===== src/rtl/io_periph_regs.sv =====
// IO register block on the VexRiscv dBus: LEDs, RGB PWM settings, buttons, switches, UART RX FIFO and TX byte port.
// Commands accepted every cycle, read data one cycle later; TX is valid/ready; `define IO_IRQ_EN adds IRQ_MASK and irq.
module io_periph_regs #(
  parameter int NUM_LEDS      = 4,
  parameter int NUM_RGB       = 2,
  parameter int NUM_BTN       = 4,
  parameter int NUM_SW        = 4,
  parameter int DCYCLE_WL     = 13,
  parameter int RX_FIFO_DEPTH = 16,
  parameter int ADDR_WL       = 8
) (
  input  logic                           clk,
  input  logic                           reset_n,
  input  logic                           io_cmd_valid,
  input  logic                           io_cmd_wr,
  input  logic [ADDR_WL-1:0]             io_cmd_addr,
  input  logic [31:0]                    io_cmd_data,
  input  logic [1:0]                     io_cmd_size,
  output logic                           io_rsp_valid,
  output logic                           io_rsp_error,
  output logic [31:0]                    io_rsp_data,
  input  logic [NUM_BTN-1:0]             btn,
  input  logic [NUM_SW-1:0]              sw,
  input  logic                           rx_valid,
  input  logic [7:0]                     rx_data,
  output logic                           tx_valid,
  input  logic                           tx_ready,
  output logic [7:0]                     tx_data,
  output logic [NUM_LEDS-1:0]            leds,
  output logic [3*NUM_RGB-1:0]           rgb_color,
  output logic [DCYCLE_WL*NUM_RGB-1:0]   rgb_dcycle,
  output logic                           irq
);

  localparam int AW = $clog2(RX_FIFO_DEPTH);
  localparam int CW = AW + 1;
  localparam int IW = ADDR_WL - 2;

  logic [31:0]                  debug_q, debug_d;
  logic [NUM_LEDS-1:0]          leds_q, leds_d;
  logic [3*NUM_RGB-1:0]         color_q, color_d;
  logic [DCYCLE_WL*NUM_RGB-1:0] dcycle_q, dcycle_d;
  logic                         tx_valid_q, tx_valid_d;
  logic [7:0]                   tx_data_q, tx_data_d;
  logic                         tx_drop_q, tx_drop_d;
  logic                         rx_ovf_q, rx_ovf_d;
  logic [NUM_BTN-1:0]           btn_q, btn_d;
  logic [NUM_BTN-1:0]           btn_evt_q, btn_evt_d;
  logic [7:0]                   mem_q [RX_FIFO_DEPTH];
  logic [7:0]                   mem_d [RX_FIFO_DEPTH];
  logic [AW-1:0]                wr_ptr_q, wr_ptr_d, rd_ptr_q, rd_ptr_d;
  logic [CW-1:0]                cnt_q, cnt_d;
  logic                         rsp_valid_q, rsp_valid_d;
  logic                         rsp_error_q, rsp_error_d;
  logic [31:0]                  rsp_data_q, rsp_data_d;
`ifdef IO_IRQ_EN
  logic [3:0]                   irq_mask_q, irq_mask_d;
  logic                         irq_q, irq_d;
`endif

  logic [IW-1:0] idx;
  int            widx;
  logic          wr_en, rd_en, rx_empty, rx_full, pop, push, drop_set, ovf_set, rd_err, rgb_hit;
  logic [3:0]    be;
  logic [31:0]   wmask, rd_data;

  always_comb begin
    idx   = io_cmd_addr[ADDR_WL-1:2];
    widx  = {{(32-IW){1'b0}}, idx};
    wr_en = io_cmd_valid && io_cmd_wr;
    rd_en = io_cmd_valid && !io_cmd_wr;
    case (io_cmd_size)
      2'd0:    be = 4'b0001 << io_cmd_addr[1:0];
      2'd1:    be = io_cmd_addr[1] ? 4'b1100 : 4'b0011;
      default: be = 4'b1111;
    endcase
    wmask = {{8{be[3]}}, {8{be[2]}}, {8{be[1]}}, {8{be[0]}}};

    debug_d    = debug_q;
    leds_d     = leds_q;
    color_d    = color_q;
    dcycle_d   = dcycle_q;
    tx_valid_d = tx_valid_q;
    tx_data_d  = tx_data_q;
    tx_drop_d  = tx_drop_q;
    rx_ovf_d   = rx_ovf_q;
    mem_d      = mem_q;
    wr_ptr_d   = wr_ptr_q;
    rd_ptr_d   = rd_ptr_q;
    cnt_d      = cnt_q;
    drop_set   = 1'b0;
    ovf_set    = 1'b0;
`ifdef IO_IRQ_EN
    irq_mask_d = irq_mask_q;
`endif

    // A simultaneous pop frees the slot, so a push into a full FIFO still lands.
    rx_empty = (cnt_q == '0);
    rx_full  = (cnt_q == CW'(RX_FIFO_DEPTH));
    pop      = rd_en && (widx == 2) && !rx_empty;
    push     = rx_valid && (!rx_full || pop);
    ovf_set  = rx_valid && rx_full && !pop;
    if (push) begin
      mem_d[wr_ptr_q] = rx_data;
      wr_ptr_d        = wr_ptr_q + AW'(1);
    end
    if (pop) rd_ptr_d = rd_ptr_q + AW'(1);
    case ({push, pop})
      2'b10:   cnt_d = cnt_q + CW'(1);
      2'b01:   cnt_d = cnt_q - CW'(1);
      default: cnt_d = cnt_q;
    endcase

    if (tx_valid_q && tx_ready) tx_valid_d = 1'b0;

    btn_d     = btn;
    btn_evt_d = btn_evt_q;

    if (wr_en) begin
      case (widx)
        0: debug_d = (debug_q & ~wmask) | (io_cmd_data & wmask);
        1: if (be[0]) begin
             if (!tx_valid_q) begin
               tx_valid_d = 1'b1;
               tx_data_d  = io_cmd_data[7:0];
             end else begin
               drop_set = 1'b1;
             end
           end
        3: if (be[0]) begin
             if (io_cmd_data[2]) rx_ovf_d  = 1'b0;
             if (io_cmd_data[3]) tx_drop_d = 1'b0;
           end
        4: leds_d = (leds_q & ~wmask[NUM_LEDS-1:0]) | (io_cmd_data[NUM_LEDS-1:0] & wmask[NUM_LEDS-1:0]);
        6: btn_evt_d = btn_evt_q & ~(io_cmd_data[NUM_BTN-1:0] & wmask[NUM_BTN-1:0]);
`ifdef IO_IRQ_EN
        8: irq_mask_d = (irq_mask_q & ~wmask[3:0]) | (io_cmd_data[3:0] & wmask[3:0]);
`endif
        default: begin
          for (int k = 0; k < NUM_RGB; k++) begin
            if (widx == 16 + 2*k)
              color_d[3*k +: 3] = (color_q[3*k +: 3] & ~wmask[2:0]) | (io_cmd_data[2:0] & wmask[2:0]);
            if (widx == 17 + 2*k)
              dcycle_d[DCYCLE_WL*k +: DCYCLE_WL] = (dcycle_q[DCYCLE_WL*k +: DCYCLE_WL] & ~wmask[DCYCLE_WL-1:0])
                                                 | (io_cmd_data[DCYCLE_WL-1:0] & wmask[DCYCLE_WL-1:0]);
          end
        end
      endcase
    end

    // Sticky sets are applied after the W1C so a same-cycle event survives the clear.
    if (ovf_set)  rx_ovf_d  = 1'b1;
    if (drop_set) tx_drop_d = 1'b1;
    btn_evt_d = btn_evt_d | (btn & ~btn_q);

    rd_data = '0;
    rd_err  = 1'b0;
    rgb_hit = 1'b0;
    case (widx)
      0: rd_data = debug_q;
      1: rd_data = {31'b0, tx_valid_q};
      2: rd_data = rx_empty ? 32'h0 : {23'b0, 1'b1, mem_q[rd_ptr_q]};
      3: rd_data = {28'b0, tx_drop_q, rx_ovf_q, rx_full, rx_empty};
      4: rd_data = 32'(leds_q);
      5: rd_data = 32'(btn_q);
      6: rd_data = 32'(btn_evt_q);
      7: rd_data = 32'(sw);
`ifdef IO_IRQ_EN
      8: rd_data = {28'b0, irq_mask_q};
`endif
      default: begin
        for (int k = 0; k < NUM_RGB; k++) begin
          if (widx == 16 + 2*k) begin
            rd_data = {29'b0, color_q[3*k +: 3]};
            rgb_hit = 1'b1;
          end
          if (widx == 17 + 2*k) begin
            rd_data = 32'(dcycle_q[DCYCLE_WL*k +: DCYCLE_WL]);
            rgb_hit = 1'b1;
          end
        end
        rd_err = !rgb_hit;
      end
    endcase

    rsp_valid_d = rd_en;
    rsp_error_d = rd_en && rd_err;
    rsp_data_d  = rd_en ? rd_data : '0;
`ifdef IO_IRQ_EN
    irq_d = |(irq_mask_q & {!tx_valid_q, |btn_evt_q, rx_ovf_q, !rx_empty});
`endif
  end

  always_ff @(posedge clk or negedge reset_n) begin
    if (!reset_n) begin
      debug_q     <= '0;
      leds_q      <= '0;
      color_q     <= '0;
      dcycle_q    <= '0;
      tx_valid_q  <= 1'b0;
      tx_data_q   <= '0;
      tx_drop_q   <= 1'b0;
      rx_ovf_q    <= 1'b0;
      btn_q       <= '0;
      btn_evt_q   <= '0;
      for (int i = 0; i < RX_FIFO_DEPTH; i++) mem_q[i] <= '0;
      wr_ptr_q    <= '0;
      rd_ptr_q    <= '0;
      cnt_q       <= '0;
      rsp_valid_q <= 1'b0;
      rsp_error_q <= 1'b0;
      rsp_data_q  <= '0;
`ifdef IO_IRQ_EN
      irq_mask_q  <= '0;
      irq_q       <= 1'b0;
`endif
    end else begin
      debug_q     <= debug_d;
      leds_q      <= leds_d;
      color_q     <= color_d;
      dcycle_q    <= dcycle_d;
      tx_valid_q  <= tx_valid_d;
      tx_data_q   <= tx_data_d;
      tx_drop_q   <= tx_drop_d;
      rx_ovf_q    <= rx_ovf_d;
      btn_q       <= btn_d;
      btn_evt_q   <= btn_evt_d;
      mem_q       <= mem_d;
      wr_ptr_q    <= wr_ptr_d;
      rd_ptr_q    <= rd_ptr_d;
      cnt_q       <= cnt_d;
      rsp_valid_q <= rsp_valid_d;
      rsp_error_q <= rsp_error_d;
      rsp_data_q  <= rsp_data_d;
`ifdef IO_IRQ_EN
      irq_mask_q  <= irq_mask_d;
      irq_q       <= irq_d;
`endif
    end
  end

  assign io_rsp_valid = rsp_valid_q;
  assign io_rsp_error = rsp_error_q;
  assign io_rsp_data  = rsp_data_q;
  assign tx_valid     = tx_valid_q;
  assign tx_data      = tx_data_q;
  assign leds         = leds_q;
  assign rgb_color    = color_q;
  assign rgb_dcycle   = dcycle_q;
`ifdef IO_IRQ_EN
  assign irq          = irq_q;
`else
  assign irq          = 1'b0;
`endif

endmodule


===== config.mk =====
export PLATFORM = sky130hd
export DESIGN_NAME = io_periph_regs
export DESIGN_NICKNAME = d
export VERILOG_FILES = /design/src/rtl/io_periph_regs.sv
export SDC_FILE = /design/constraint.sdc
export NUM_CORES = 1
export LEC_CHECK = 0
export CAP_MARGIN = 20
export CORE_MARGIN = 2
export CORE_UTILIZATION = 57
export CTS_CLUSTER_DIAMETER = 80
export DETAILED_ROUTE_END_ITERATION = 7
export DONT_BUFFER_PORTS = 1
export HOLD_SLACK_MARGIN = 0.08
export PLACE_DENSITY = 0.75
export SYNTH_ARGS = -nofsm -noshare
export SYNTH_HDL_FRONTEND = slang
export SYNTH_SLANG_ARGS = --single-unit

===== constraint.sdc =====
create_clock -name clk -period 2.7 [get_ports clk]
set_clock_uncertainty 0.2 [all_clocks]
set_input_delay 0.27 -clock clk [delete_from_list [all_inputs] [get_ports clk]]
set_output_delay 0.27 -clock clk [all_outputs]
set_load 0.01 [all_outputs]

# Word-level counts from Yosys, hierarchy flattened
# Cells that the tools add are included.
totals:
  ramBits: 0
  latchBits: 0
  romBits: 0
  inputBits: 64
  n_memories: 0
  reg_bits: 262
classes:
  n_eq_ne: 16
  add_sub_neg: 4
  bitwise_logic: 29
  mux: 43
  multipliers: 0
  div_mod_pow: 0
  shifts: 1
  magnitude_cmp: 3
  n_reduce_logical: 39
op_table:
  columns: ["operator", "n"]
  rows:
  - ["one-hot mux 32 bit (8 select lines)", 1]
  - ["bitwise mux 128 bit", 1]
  - ["2-to-1 mux 32 bit", 4]
  - ["AND 32 bit", 2]
  - ["AND 13 bit", 3]
  - ["binary-select mux 8 bit (select 4 bit)", 1]
  - ["demux 8 bit (select 4 bit)", 1]
  - ["NOT 32 bit", 1]
  - ["bitwise OR 32 bit", 1]
  - ["== test 6 x 3 -> 1 bit (second input constant)", 5]
  - ["bitwise OR 13 bit", 2]
  - ["2-to-1 mux 1 bit", 25]
  - ["== test 6 bit (second input constant)", 4]
  - ["2-to-1 mux 8 bit", 3]
  - ["nonzero test 2 bit", 9]
  - ["AND 4 bit", 4]
  - ["NOT 13 bit", 1]
  - ["== test 6 x 2 -> 1 bit (second input constant)", 2]
  - ["2-to-1 mux 4 bit", 3]
  - ["NOT 4 bit", 3]
  - ["AND reduction 3 bit", 4]
  - ["AND reduction 4 bit", 3]
  - ["greater-or-equal comparator 5 bit (second input constant)", 2]
  - ["logical AND 1 bit", 10]
  - ["other kinds (27)", 40]

# Logic depth before layout (Yosys ltp)
depth:
  ltp_word: 9
  ltp_mapped: 14

# Least setup slack after synthesis
# Ideal clock, no wire load.
synth_path:
  path_type: "input -> register"
  startpoint: "input port io_cmd_addr[7]"
  endpoint: "register cnt_q[4]"
  arrival_time_ps: 2631
  stages: 11
  slack_ps: -260
  path_cell_list: "or4_1 o311ai_4 nand2_1 ha_1 xor2_1 ha_1 nand3b_1 o21ai_0 a222oi_1 nor2_1 xor2_1"
synth_between:
  elab_chain_len: 7
  word_cells_on_any_way: 9
synth_rtl:
  columns: ["item", "line", "text"]
  rows:
  - ["start: declaration", "16", "input logic [ADDR_WL-1:0] io_cmd_addr,"]
  - ["== test 6 x 3 -> 1 bit *", "100", "pop = rd_en && (widx == 2) && !rx_empty;"]
  - ["logical AND 1 bit * (2 in series)", "100", null]
  - ["logical OR 1 bit", "101", "push = rx_valid && (!rx_full || pop);"]
  - ["logical AND 1 bit", "101", null]
  - ["== test 2 x 1 -> 1 bit or == test 2 bit (tied branches)", "108", "case ({push, pop})"]
  - ["one-hot mux 5 bit (2 select lines) or nonzero test 2 bit (tied branches)", null, null]
  - ["end signal: assignment", "231", "cnt_q <= cnt_d;"]
  - ["end: declaration", "52", "logic [CW-1:0] cnt_q, cnt_d;"]
# Mark *: on every way between the ends. The rest lies on a longest branch, timed or not.
# A chain may end at the register's enable or synchronous reset.

# Final worst setup path
layout_path:
  startpoint: "register cnt_q[1]"
  endpoint: "register cnt_q[4]"
layout_between:
  elab_chain_len: 7
  word_cells_on_any_way: 13
layout_rtl:
  columns: ["item", "line", "text"]
  rows:
  - ["zero test 5 bit *", "98", "rx_empty = (cnt_q == '0);"]
  - ["zero test 1 bit *", "100", null]
  - ["logical AND 1 bit *", "100", null]
  - ["net pop", "63", "logic wr_en, rd_en, rx_empty, rx_full, pop, push, drop_set, ovf_set, rd_err, rgb_hit;"]
  - ["logical OR 1 bit", "101", null]
  - ["logical AND 1 bit", "101", null]
  - ["== test 2 x 1 -> 1 bit or == test 2 bit (tied branches)", "108", null]
  - ["one-hot mux 5 bit (2 select lines) or nonzero test 2 bit (tied branches)", null, null]
# Mark *: on every way through the listed nets, which the timed path passes. The rest lies on a longest branch.

==> flow_summary.rst <==
.. list-table::
   :header-rows: 1

   * - Metric
     - Value
   * - Hold Buf Count CTS
     - 65
   * - Share of the synthesized netlist area taken by xor and xnor gates
     - 0.982%
   * - Depth of the CTS H-tree
     - 1
   * - Final Worst Setup Slack
     - -0.00479 ns
   * - Result of the run
     - complete, but fails checks
   * - Port Buf Inserts
     - 0
   * - Worst-path cell chain
     - or4_4 -> nor2_1 -> nor3_1 -> nand2_1 -> inv_2 -> ha_4 -> xor2_1 -> ha_2 -> nand3b_1 -> o21ai_1 -> a222oi_1 -> nor2_1 -> xor2_1
   * - Asr flop ratio synth
     - 100%
   * - Post-Synth Simple-Gate Area
     - about 7.2%
   * - N_diodes
     - 0
   * - Final Slew Violations
     - 0
   * - Kind of start point of the critical path
     - flip-flop
   * - Share of Yosys cell area claimed by the top area cell type
     - 56.6%
   * - Clock Sink Count
     - 262
   * - Layout area overhead
     - 20.1%
   * - Filler Cell Count
     - 1303
   * - Antenna violations before repair
     - 0
   * - Failing checks
     - negative hold slack, negative setup slack
   * - Final min period
     - 2.70 ns
   * - Maximum VDD drop
     - 0.729 mV
   * - Pwr Density
     - 874 nW/um2
   * - Count of unique library cells instantiated by Yosys
     - 47
   * - Dpl hpwl
     - 18100 um
   * - Vias in the first global route
     - approximately 8000
   * - Adder-cell share of the synthesized area
     - 0.863%
   * - Number of enable-type register cells in the synthesized netlist
     - 0
   * - Residual DRC count
     - 0
   * - Root buffer selected by CTS
     - sky130_fd_sc_hd__clkbuf_16
   * - Top layer reached by signal wires
     - met4
   * - Crit. End Element
     - flip-flop
   * - Multi-input combinational cell area
     - about 4900 um2
   * - Leading cell types by total area after synthesis
     - sky130_fd_sc_hd__dfrtp_1 (57%), sky130_fd_sc_hd__mux2_2 (20%), sky130_fd_sc_hd__mux4_2 (7.0%)
   * - Max-slew headroom
     - 56.8%
   * - Number of search-and-repair iterations in the first detailed-routing pass
     - 4
   * - Category of the most critical setup path
     - flip-flop to flip-flop
   * - Aggregate negative setup slack
     - -0.00479 ns
   * - Final global-route overflow total
     - 0
   * - Number of setup violations in the final report
     - 1
   * - Most instantiated library cell after synthesis
     - sky130_fd_sc_hd__dfrtp_1
   * - Critical path data arrival time
     - between 2 and 3 ns
   * - Post-Syn Area per Cell
     - approximately 14 um2
   * - Yosys Warn Count
     - 0
   * - Standard-cell rows
     - 52
   * - Fraction of the yosys area taken by sequential cells
     - 56.6%
   * - Area fraction in compound gates after synthesis
     - about 4.3%
   * - Number of max-capacitance violations reported
     - 0
   * - Initial core utilization
     - 57.7%
   * - Met2 Routed Length
     - between 10000 and 15000 um
   * - Util after Layout
     - between 60% and 70%
   * - Hold WS
     - -0.769 ns
   * - Maximum clock frequency
     - between 0.3 and 0.4 GHz
   * - Post-synth top flop
     - sky130_fd_sc_hd__dfrtp_1
   * - Final Cycle Share
     - 100%
   * - Placeable core region
     - ~20000 um2
   * - Gate Count Post-Synth
     - 806
   * - Delay contributed by the slowest stage of the critical path
     - approximately 0.54 ns
   * - Largest family of logic cells by synthesized area
     - multiplexers
   * - Highest-delay cell along the critical path
     - sky130_fd_sc_hd__or4_4
   * - Most instantiated cells after synthesis
     - sky130_fd_sc_hd__dfrtp_1 (262), sky130_fd_sc_hd__mux2_2 (204), sky130_fd_sc_hd__clkbuf_1 (38)
   * - TritonCTS Buffers
     - 28
   * - Combined area of all synthesized cells
     - 11600 um2
   * - Net count after synthesis
     - 878
   * - Post-synthesis register bit count
     - approximately 260
   * - Overall die width
     - about 150 um
   * - Clock buffer depth
     - 3
   * - Weighted congestion at the end of routability-driven global placement
     - 0.875
   * - Chip height
     - around 150 um
   * - Data required time of the worst path
     - 2.92 ns
   * - Largest net degree at the start of global routing
     - about 260
   * - Class of the tightest hold or removal check
     - primary input to async pin
   * - Total power draw
     - 12.2 mW
   * - Post-route met1 wirelength
     - 11300 um
   * - Combined global-route utilization of all metal layers
     - 26.9%
   * - Total wire length
     - 28600 um
   * - # IOs
     - 144
   * - Iteration-0 DRC Markers
     - between 500 and 600
   * - Largest area contributor in the netlist
     - sky130_fd_sc_hd__dfrtp_1
   * - Sequential Area
     - 6560 um2
   * - CP Max Fanout
     - 3
   * - Count of vias placed by the detailed router
     - 7414
   * - Hold Violations, Final
     - about 260
   * - Floorplan die area
     - approximately 21000 um2
   * - First-pass GRT wire length
     - 45400 um
   * - Transition at the pin with the smallest max-transition slack
     - between 0.6 and 0.7 ns
   * - Net total in the final layout
     - 983
   * - Number of nets with antenna violations after routing
     - 0
   * - CTS tree
     - yes
   * - Clock Latency Late Sink
     - 0.53 ns
   * - Layout cells sized above 1
     - between 40% and 50%
   * - Clk pin slew, worst setup/hold paths
     - 0.06 ns
   * - Leak pwr
     - between 6 and 7 nW
   * - Post-synthesis mux area share
     - 28.0%
   * - Via/cell ratio
     - 6.19
   * - DR WL/cell
     - 23.9 um
   * - Met3 routed WL
     - 2020 um
   * - Setup repair after global routing missed its margin
     - yes
## metal layers
metal | global-route usage (%) | up-vias
met5 | 0 | -
met1 | 34.4 | 3893
met3 | 5.78 | 66
met2 | 46.4 | 285
met4 | 8.35 | 0
li1 | - | 3170
## path summary, 6_finish.rpt
kind	start	endpoint	slack (ns)	cells past startpoint
worst max-delay path	cnt_q[1]$_DFFE_PN0P_	cnt_q[4]$_DFFE_PN0P_	-0.005	13
worst min-delay path	reset_n	tx_data[2]$_DFFE_PN0P_	-0.77	0
worst max register to register	cnt_q[1]$_DFFE_PN0P_	cnt_q[4]$_DFFE_PN0P_	-0.005	13
worst min register to register	mem_q[109]$_DFFE_PN0P_	mem_q[109]$_DFFE_PN0P_	0.29	1
max in group asynchronous	reset_n	mem_q[121]$_DFFE_PN0P_	2.51	0
min in group clk	io_cmd_addr[1]	flip-flop	0.10	4
## critical path, delay by kind of cell, from the launching register on
family / cells / cell delay, ns
simple gates: 6 / 0.99
buf+inv: 1 / 0.06
flops: 1 / 0.39
compound gates: 2 / 0.30
xor+xnor: 2 / 0.29
fa+ha+maj: 2 / 0.35
## cell type report
type	count	area share, %
multi-input combinational	482	34.8
tap	270	2.43
sequential	262	47.1
inverter	13	0.368
clock buffer	38	5.73
timing repair buffer	124	9.02
clock inverter	8	0.548
## cells by family (layout without fill, tap and decap cells)
family	after synthesis	count (layout)
AO/OA/AOI/OAI	66	66
XOR/XNOR	13	13
adder cells (fa/ha/maj)	8	8
buffers and inverters	62	183
flip-flops	262	262
multiplexers	253	253
other	1	1
AND/OR/NAND/NOR	141	141
## layout by cell type, fill, tap and decap left out, drive strengths merged, types with 14 or more instances in the layout
master / n
mux2: 210
a221oi: 14
nand2: 25
mux4: 36
dlygate4sd3: 65
nor2: 25
nand3: 18
clkbuf: 38
dfrtp: 262
nor3: 18
and3: 21
buf: 59
## report_power, final
group	leakage [nW]	internal (mW)	switching, mW	total, mW
logic	2.46	1.72	1.10	2.82
clock network	0.437	2.14	1.50	3.64
registers	3.37	5.02	0.697	5.71
total	6.26	8.88	3.30	12.2
## metrics by stage
step / worst slack [ns] / instance area, um2 / hold WS [ns] / instances
2_1_floorplan: -0.124 / 11600 / -0.226 / 806
3_3_place_gp: 0.00653 / 12400 / -0.220 / 1084
3_5_place_dp: -0.0385 / 12400 / -0.220 / 1084
4_1_cts: -0.00624 / 13900 / -0.783 / 1196
5_1_grt: -0.149 / 13900 / -0.794 / 1197
6_report: -0.00479 / 13900 / -0.769 / 1197
## what timing repair did
action,CTS,global route
gates resized for setup,4,8
hold endpoints to repair,506,262
setup endpoints to repair,2,30
buffers inserted,1,1
cloned,0,0
pin swaps,2,4
(Power assumes the default switching activity.)
